**src/rtl/bcd_pkg.sv**
```systemverilog
// Shared constants, state encoding and helpers
// for the binary-to-BCD converter.
package bcd_pkg;

  localparam int BCD_DIGIT_W    = 4;
  localparam int ADD3_THRESHOLD = 5;

  typedef enum logic {
    IDLE  = 1'b0,
    SHIFT = 1'b1
  } state_e;

  function automatic int unsigned max_value(
    input int unsigned digits
  );
    int unsigned r;
    r = 1;
    for (int unsigned i = 0; i < digits; i++) begin
      r = r * 10;
    end
    return r - 1;
  endfunction

endpackage

```
**src/rtl/bcd_add3.sv**
```systemverilog
// Nibble correction for the double-dabble shift:
// add 3 to any digit that would exceed 9 after doubling.
module bcd_add3
  import bcd_pkg::*;
(
  input  logic [BCD_DIGIT_W-1:0] i_nib,
  output logic [BCD_DIGIT_W-1:0] o_nib
);

  logic w_ge;

  assign w_ge  = i_nib >= BCD_DIGIT_W'(ADD3_THRESHOLD);
  assign o_nib = w_ge ? i_nib + BCD_DIGIT_W'(3) : i_nib;

endmodule

```
**src/rtl/bin_to_bcd.sv**
```systemverilog
// Sequential shift-and-add-3 converter, one input bit
// per clock, with a held, saturating result register.
module bin_to_bcd
  import bcd_pkg::*;
#(
  parameter int BIN_WIDTH = 14,
  parameter int DIGITS    = 4
) (
  input  logic                       clk,
  input  logic                       reset_n,
  input  logic                       start,
  input  logic [BIN_WIDTH-1:0]       binary,
  output logic                       busy,
  output logic                       done,
  output logic [BCD_DIGIT_W*DIGITS-1:0] bcd,
  output logic                       overflow
);

  localparam int SCR_W = BCD_DIGIT_W * DIGITS;
  localparam int CNT_W = $clog2(BIN_WIDTH + 1);
  localparam logic [31:0] MAX_VALUE =
    32'(max_value(DIGITS));

  state_e               r_state;
  state_e               w_next;
  logic [BIN_WIDTH-1:0] r_sr;
  logic [SCR_W-1:0]     r_scr;
  logic [CNT_W-1:0]     r_cnt;
  logic                 r_ovf;
  logic [SCR_W-1:0]     r_bcd;
  logic                 r_ovf_out;
  logic                 r_done;

  logic [SCR_W-1:0]     w_adj;
  logic [SCR_W-1:0]     w_scr_sh;
  logic [BIN_WIDTH-1:0] w_sr_sh;
  logic                 w_accept;
  logic                 w_last;
  logic                 w_ovf_in;
  logic                 w_unused_msb;

  genvar g;
  generate
    for (g = 0; g < DIGITS; g++) begin : g_add3
      bcd_add3 u_add3 (
        .i_nib (r_scr[g*BCD_DIGIT_W +: BCD_DIGIT_W]),
        .o_nib (w_adj[g*BCD_DIGIT_W +: BCD_DIGIT_W])
      );
    end
  endgenerate

  // Top scratch bit falls off; overflowed inputs are
  // replaced by the saturated value anyway.
  assign w_unused_msb = w_adj[SCR_W-1];
  assign w_scr_sh = {w_adj[SCR_W-2:0], r_sr[BIN_WIDTH-1]};
  assign w_sr_sh  = {r_sr[BIN_WIDTH-2:0], 1'b0};

  assign w_accept = (r_state == IDLE) && start;
  assign w_last   = (r_state == SHIFT) &&
                    (r_cnt == CNT_W'(1));
  assign w_ovf_in = 32'(binary) > MAX_VALUE;

  always_ff @(posedge clk or negedge reset_n) begin
    if (!reset_n) begin
      r_state <= IDLE;
    end else begin
      r_state <= w_next;
    end
  end

  always_comb begin
    w_next = r_state;
    unique case (r_state)
      IDLE:  if (start)  w_next = SHIFT;
      SHIFT: if (w_last) w_next = IDLE;
      default: w_next = IDLE;
    endcase
  end

  always_comb begin
    busy = 1'b0;
    unique case (r_state)
      IDLE:  busy = 1'b0;
      SHIFT: busy = 1'b1;
      default: busy = 1'b0;
    endcase
  end

  always_ff @(posedge clk or negedge reset_n) begin
    if (!reset_n) begin
      r_sr  <= '0;
      r_scr <= '0;
      r_cnt <= '0;
      r_ovf <= 1'b0;
    end else if (w_accept) begin
      r_sr  <= binary;
      r_scr <= '0;
      r_cnt <= CNT_W'(BIN_WIDTH);
      r_ovf <= w_ovf_in;
    end else if (r_state == SHIFT) begin
      r_sr  <= w_sr_sh;
      r_scr <= w_scr_sh;
      r_cnt <= r_cnt - CNT_W'(1);
    end
  end

  always_ff @(posedge clk or negedge reset_n) begin
    if (!reset_n) begin
      r_bcd     <= '0;
      r_ovf_out <= 1'b0;
      r_done    <= 1'b0;
    end else begin
      r_done <= w_last;
      if (w_last) begin
        r_bcd     <= r_ovf ? {DIGITS{4'h9}} : w_scr_sh;
        r_ovf_out <= r_ovf;
      end
    end
  end

  assign done     = r_done;
  assign bcd      = r_bcd;
  assign overflow = r_ovf_out;

endmodule

```
**config.mk**
```make
export PLATFORM = sky130hd
export DESIGN_NAME = bin_to_bcd
export DESIGN_NICKNAME = d
export VERILOG_FILES = /design/src/rtl/bcd_pkg.sv /design/src/rtl/bcd_add3.sv /design/src/rtl/bin_to_bcd.sv
export SDC_FILE = /design/constraint.sdc
export NUM_CORES = 1
export LEC_CHECK = 0
export CAP_MARGIN = 20
export CORE_UTILIZATION = 46
export CTS_BUF_LIST = sky130_fd_sc_hd__clkbuf_4 sky130_fd_sc_hd__clkbuf_8
export CTS_CLUSTER_DIAMETER = 60
export DETAILED_ROUTE_END_ITERATION = 10
export GPL_ROUTABILITY_DRIVEN = 0
export PLACE_DENSITY = 0.77
export SETUP_SLACK_MARGIN = 0.2
export SYNTH_ARGS = -nofsm -noshare
export SYNTH_HDL_FRONTEND = slang
export SYNTH_SLANG_ARGS = --single-unit
```
**constraint.sdc**
```tcl
create_clock -name clk -period 1.64 [get_ports clk]
set_clock_uncertainty 0.1 [all_clocks]
set_input_delay 0.328 -clock clk [delete_from_list [all_inputs] [get_ports clk]]
set_output_delay 0.328 -clock clk [all_outputs]
set_load 0.02 [all_outputs]
```
==> results of run 1 <==
## final timing paths
path / cells after the start / endpoint / from
hold / removal: 2 / bcd[0] / bcd[0]
setup reg to reg: 6 / bcd[10] / r_scr[9]
hold reg to reg: 2 / bcd[0] / bcd[0]
setup / recovery: 6 / bcd[10] / r_scr[9]
max in group asynchronous: 3 / r_state / reset_n
min in group asynchronous: 3 / bcd[0] / reset_n
## sequential cells by signal (all words and copies together) (netlist names)
name,cells
done,1
r_scr,16
r_ovf,1
r_sr,14
overflow,1
r_state,1
r_cnt,4
bcd,16
## worst register-to-register path: cells and delay by family, from the launching register on
family | cells | cell delay (ns)
AOI/OAI and AO/OA | 2 | 0.32
muxes | 1 | 0.27
adders and majority gates | 1 | 0.17
buffers and inverters | 1 | 0.10
DFF | 1 | 0.41
and+or+nand+nor | 1 | 0.14
## per-stage QoR
step           hold WS [ns]  TNS (ns)  cells  cell area, sq um  worst slack [ns]
2_1_floorplan       -0.0676         0    249              2660             0.206
3_3_place_gp          0.246  -0.00105    350              3110         -0.000977
3_5_place_dp          0.245    -0.155    350              3110            -0.101
4_1_cts               0.377         0    372              3490             0.116
5_1_grt               0.402         0    383              3590           0.00951
6_report              0.372         0    383              3590            0.0779
## placed cells by master (no fill, tap or decap), types with 7 or more instances in the layout
cell type | netlist | routed
a21o_1 | 12 | 12
clkdlybuf4s50_1 | 0 | 15
a21oi_1 | 10 | 7
buf_4 | 4 | 20
nand2_1 | 22 | 22
mux2i_1 | 21 | 17
o21ai_0 | 18 | 15
a22o_1 | 7 | 7
nor2_1 | 16 | 15
buf_6 | 1 | 7
dfrtp_1 | 54 | 51
inv_2 | 1 | 9
nor3_1 | 7 | 7
clkbuf_2 | 0 | 15
## area by class of cell
| type | count | area share [%] |
|---|---|---|
| Clock buffer | 7 | 2.51 |
| Timing Repair inverter | 1 | 0.452 |
| Tap cell | 72 | 2.51 |
| Inverter | 13 | 1.57 |
| Clock inverter | 1 | 0.139 |
| Multi-Input combinational cell | 169 | 39.3 |
| Sequential cell | 54 | 37.7 |
| Timing Repair Buffer | 66 | 15.9 |
## Yosys cell counts, drive strengths merged (2+ instances only)
cell	n
o21ai	19
ha	10
o31ai	2
mux2i	21
a31oi	5
dfrtp	54
a32o	4
a21o	12
xnor2	5
nor3b	7
a21oi	17
inv	13
nand2	22
nor3	7
buf	13
nor2	17
a22o	7
nand2b	8
## metal layers
metal	vias up	track usage, %	part of all wire (%)	wire length, um
met2	45	33.9	52	3030
li1	993	-	-	-
met5	-	0	0	0
met1	1003	26.4	43	2520
met3	9	3.95	3.5	204
met4	0	7.59	1.9	109
## kinds of logic after synthesis
logic type | synth area share [%]
AO/OA/AOI/OAI | 17.0
AND/OR/NAND/NOR | 12.7
flip-flops | 50.8
buffers and inverters | 4.84
multiplexers | 8.33
adder cells (fa/ha/maj) | 4.70
XOR/XNOR | 1.65
## repair_timing
item | CTS | global route
hold endpoints to repair | 54 | 0
gates cloned | 0 | 1
hold buffers | 1 | 0
endpoints found under the setup margin | 48 | 45
pin swaps | 18 | 18
setup buffers | 13 | 10
resized for setup | 82 | 40
## power by group through the flow
stage               clock network [uW]  logic [uW]  registers, uW
finish                             794        3880           2460
global route                       874        4240           2540
CTS                                807        3500           2420
detailed placement                   0        2920           2400
global placement                     0        2810           2370
floorplan                            0        1880           2520
==> impl_metrics.py, run 1 <==
metrics = {
    "worst_setup_path": {
        "critPathKind": "reg -> reg",
        "crit_path_start_kind": "flip-flop",
        "ff2ff_setup_slack_ns": 0.08,
        "critPathSlowestCell": "dfrtp_1",
        "worst_setup_path_end_kind": "flip-flop",
        "crit_chain": "inv_2 -> ha_4 -> nand2b_4 -> a21oi_4 -> mux2i_2 -> a22o_1",
        "cp_top_family": "flip-flops",
        "crit_buf_inv": 1,
        "crit_required_ns": 1.79,
        "max_stage_delay_ns": 0.41,
        "crit_fanout": 3,
        "worstPathArrival_ns": 1.71,
    },
    "finish": {
        "multiInputGateArea_sq_mm": 0.00141,
        "fin_nets": 337,
        "utilization_pct": 64.9,
        "area_growth_pct": 35.1,
        "nFillCells": 442,
        "drive_gt1_share_pct": 34.7,
        "antenna_cells": 0,
        "seqCellArea_sq_mm": 0.00136,
    },
    "floorplanning": {
        "die-area_sq_mm": 0.00609,
        "rows": 27,
        "die_y_um": 78.0,
        "die_x_um": 78.0,
        "initial_core_util_pct": 48.0,
        "io_pins": 36,
        "core_area_sq_mm": 0.00554,
    },
    "placement": {
        "hpwl_um": 3330,
        "portBuffers": 35,
    },
    "power": {
        "leakagePower_uw": 0.00165,
        "cellPowerDensity_mw_per_mm2": 1990,
        "switchingPower_uw": 2860,
        "p_clk_share_pct": 11.1,
        "internal_power_uw": 4280,
        "peakVddDrop_uv": 880,
        "total_power_uw": 7140,
        "p_sw_share_pct": 40.1,
        "p_seq_share_pct": 34.5,
        "power_frac_comb_pct": 54.4,
    },
    "min_path": {
        "worstHoldPathType": "reg -> reg",
    },
    "routing": {
        "ant_nets": 0,
        "remaining_drc_errors": 0,
        "vias": 2050,
        "via_per_inst": 5.35,
        "routed_wl_um": 5860,
        "detail_route.first_pass.iterations": 4,
        "post_drt_wl_per_cell_um": 15.3,
        "drt_iter0_markers": 123,
    },
    "global_route": {
        "globalRouteTotalUtil_pct": 20.4,
        "grt_overflow_total": 0,
        "grt_pass1_wl_um": 9670,
        "grt_pass1_vias": 1967,
        "antenna_found_initial": 0,
        "grt_max_degree": 63,
    },
    "timing": {
        "hold_violations": 0,
        "max_slew.worst_pin.slew_ns": 0.380,
        "slew_headroom_pct": 74.7,
        "fin_crit_ns": 1.56,
        "fmax_mhz": 640,
        "rsz0062_at_grt": "true",
        "drv_slew": 0,
        "period_share_pct": 95.2,
        "setup_viol": 0,
    },
    "clocking": {
        "insertion_delay_ns": 0.31,
        "path_clk_slew_ns": 0.10,
        "cts_tree": "built",
        "cts.sinks": 54,
        "root_buffer": "clkbuf_8",
        "cts_made_buffers": 5,
        "cts_htree_levels": 2,
        "clock_path_buffers": 2,
    },
    "synth": {
        "ys_types": 31,
        "synth.net_count": 276,
        "synthTopCellsByArea": "dfrtp_1 51%, mux2i_1 7.9%, ha_1 4.7%, o21ai_0 3.4%, a21o_1 3.4%",
        "synth_cells": 249,
        "yosys.area.top_type": "dfrtp_1",
        "yosysSeqAreaShare_pct": 50.8,
        "synth_ff_type": "dfrtp_1",
        "syn-cell-area_sq_mm": 0.00266,
        "synth_enable_flop_cells": 0,
        "synth_top_area_share_pct": 50.8,
        "synthArstFlopShare_pct": 100,
        "yosys_warnings": 0,
        "avgSynthCellArea_sq_um": 10.7,
        "ys_seq_elements": 54,
    },
    "job": {
        "drv_cap": 0,
    },
    "run_status": {
        "outcome": "finished clean",
    },
}
(Power assumes the default switching activity.)
==> run 2, diff against run 1 <==
- CELL_PAD_IN_SITES_DETAIL_PLACEMENT: unset -> 0
- CELL_PAD_IN_SITES_GLOBAL_PLACEMENT: unset -> 1
- CORE_UTILIZATION: 46 -> 45
- PLACE_DENSITY: 0.77 -> 0.9
- SETUP_SLACK_MARGIN: 0.2 -> unset
==> run 2 against run 1 <==
Effect of this change: hold slack improved by 0.010 ns; sequential share of layout area increased by 3.1 points; register-to-register slack got worse by 0.02 ns; flip-flop and latch count unchanged; clock-buffer cell count unchanged; critical path type unchanged.
==> impl_metrics.py, run 2 (synthesis results as in run 1) <==
metrics = {
    "finish": {
        "drive_gt1_share_pct": 15.7,
        "fin_nets": 326,
        "area_growth_pct": 24.6,
        "seqCellArea_sq_mm": 0.00135,
        "antenna_cells": 0,
        "final_cell_mix": "53 x dfrtp_1, 22 x nand2_1, 20 x mux2i_1, 19 x dlygate4sd2_1, 18 x o21ai_0",
        "multiInputGateArea_sq_mm": 0.00120,
        "final_common_cell": "dfrtp_1",
        "utilization_pct": 59.1,
        "nFillCells": 530,
    },
    "routing": {
        "detail_route.first_pass.iterations": 4,
        "post_drt_wl_per_cell_um": 13.5,
        "via_per_inst": 5.18,
        "remaining_drc_errors": 0,
        "drt_iter0_markers": 69,
        "ant_nets": 0,
        "routed_wl_um": 5010,
        "vias": 1928,
    },
    "worst_setup_path": {
        "critPathKind": "reg -> reg",
        "crit_fanout": 5,
        "max_stage_delay_ns": 0.43,
        "crit_required_ns": 1.79,
        "reg2regPathDepth": 5,
        "crit_buf_inv": 0,
        "crit_path_start_kind": "flip-flop",
        "worst_setup_path_end_kind": "flip-flop",
        "worstPathArrival_ns": 1.73,
        "critPathSlowestCell": "dfrtp_1",
        "worst-path-stages": 5,
        "crit_chain": "ha_2 -> nand2b_1 -> a21oi_2 -> mux2i_1 -> a22o_1",
        "ff2ff_setup_slack_ns": 0.06,
        "cp_top_family": "flip-flops",
        "r2r_start": "r_scr[4]",
        "timing.rr.end": "bcd[6]",
    },
    "timing": {
        "finalWorstSetupSlack_ns": 0.0591,
        "hold_violations": 0,
        "fin_crit_ns": 1.58,
        "slew_headroom_pct": 75.6,
        "tns_ns": 0,
        "fmax_mhz": 633,
        "setup_viol": 0,
        "rsz0062_at_grt": "true",
        "period_share_pct": 96.4,
        "drv_slew": 0,
        "max_slew.worst_pin.slew_ns": 0.366,
    },
    "floorplanning": {
        "die-area_sq_mm": 0.00622,
        "die_x_um": 78.9,
        "rows": 27,
        "core_area_sq_mm": 0.00561,
        "io_pins": 36,
        "die_y_um": 78.9,
        "initial_core_util_pct": 47.4,
    },
    "global_route": {
        "grt_pass1_vias": 1858,
        "antenna_found_initial": 0,
        "grt_max_degree": 55,
        "grt_pass1_wl_um": 8510,
        "grt_overflow_total": 0,
        "globalRouteTotalUtil_pct": 17.8,
    },
    "power": {
        "cellPowerDensity_mw_per_mm2": 1830,
        "leakagePower_uw": 0.00159,
        "peakVddDrop_uv": 782,
        "total_power_uw": 6080,
    },
    "job": {
        "drv_cap": 0,
    },
    "min_path": {
        "min-delay-start": "overflow",
        "hold_depth": 2,
        "hold_path_end": "overflow",
        "worstHoldPathType": "reg -> reg",
    },
    "clocking": {
        "path_clk_slew_ns": 0.09,
        "cts_tree": "built",
        "insertion_delay_ns": 0.31,
        "cts_made_buffers": 5,
        "cts_htree_levels": 2,
        "clock_path_buffers": 2,
        "root_buffer": "clkbuf_8",
        "cts.sinks": 54,
    },
    "run_status": {
        "outcome": "finished clean",
    },
    "placement": {
        "place_ws_ns": 0.00425,
        "portBuffers": 35,
        "hpwl_um": 3530,
    },
}
-- run 2: cell types whose count changed in the layout (fill, tap and decap cells not counted), sizes merged --
| cell | change |
|---|---|
| clkbuf | -15 |
| inv | -1 |
| buf | -10 |
| dlygate4sd2 | +19 |
| clkdlybuf4s15 | -4 |
-- run 2: what timing repair did --
action | 4_1_cts | 5_1_grt
pin swaps | 0 | 7
endpoints found under the setup margin | 19 | 12
hold buffers | 1 | 0
setup buffers | 0 | 3
resized for setup | 19 | 7
endpoints found under the hold margin | 54 | 0
-- run 2: worst max-delay path by stage --
stage / start / endpoint / slack [ns]
6_report: r_scr[4] / bcd[6] / 0.06
5_1_grt: r_cnt[0] / bcd[11] / -0.01
4_1_cts: r_scr[4] / bcd[6] / 0.03
3_5_place_dp: start / r_sr[10] / 0.004
3_3_place_gp: start / r_sr[6] / 0.02
2_1_floorplan: r_scr[4] / bcd[6] / 0.19
-- run 2: metal layers --
metal  GRT usage [%]  share of wire [%]  up-vias
li1                -                  -      970
met1            21.9                 46      920
met2            30.5                 50       32
met3            3.79                2.8        6
met4            6.91                1.5        0
met5               0                  0        -
-- run 2: worst register-to-register path: cells and delay by family, from the launching register on --
kind                     cells  cell delay, ns
adder cells (fa/ha/maj)      1            0.19
multiplexers                 1            0.30
AO/OA/AOI/OAI                2            0.34
flip-flops                   1            0.43
AND/OR/NAND/NOR              1            0.16
-- run 2: metrics by stage --
step / hold slack, ns / instances / instance area, sq um
final: 0.382 / 372 / 3320
after global routing: 0.420 / 372 / 3320
after CTS: 0.392 / 369 / 3280
after detailed placement: 0.251 / 360 / 3190
after global placement: 0.246 / 360 / 3190
after floorplan: -0.0676 / 249 / 2660
-- run 2: layout make-up --
cell class | count | area share (%)
clock inverter | 1 | 0.151
clock buffer | 7 | 2.72
multi-input combinational | 169 | 36.1
inverter | 13 | 1.51
tap | 72 | 2.72
sequential | 54 | 40.8
timing repair buffer | 56 | 16.0
-- run 2: report_power, final --
| part | internal (uW) | switching, uW |
|---|---|---|
| combinational | 1450 | 1500 |
| sequential | 1910 | 438 |
| clock | 358 | 431 |
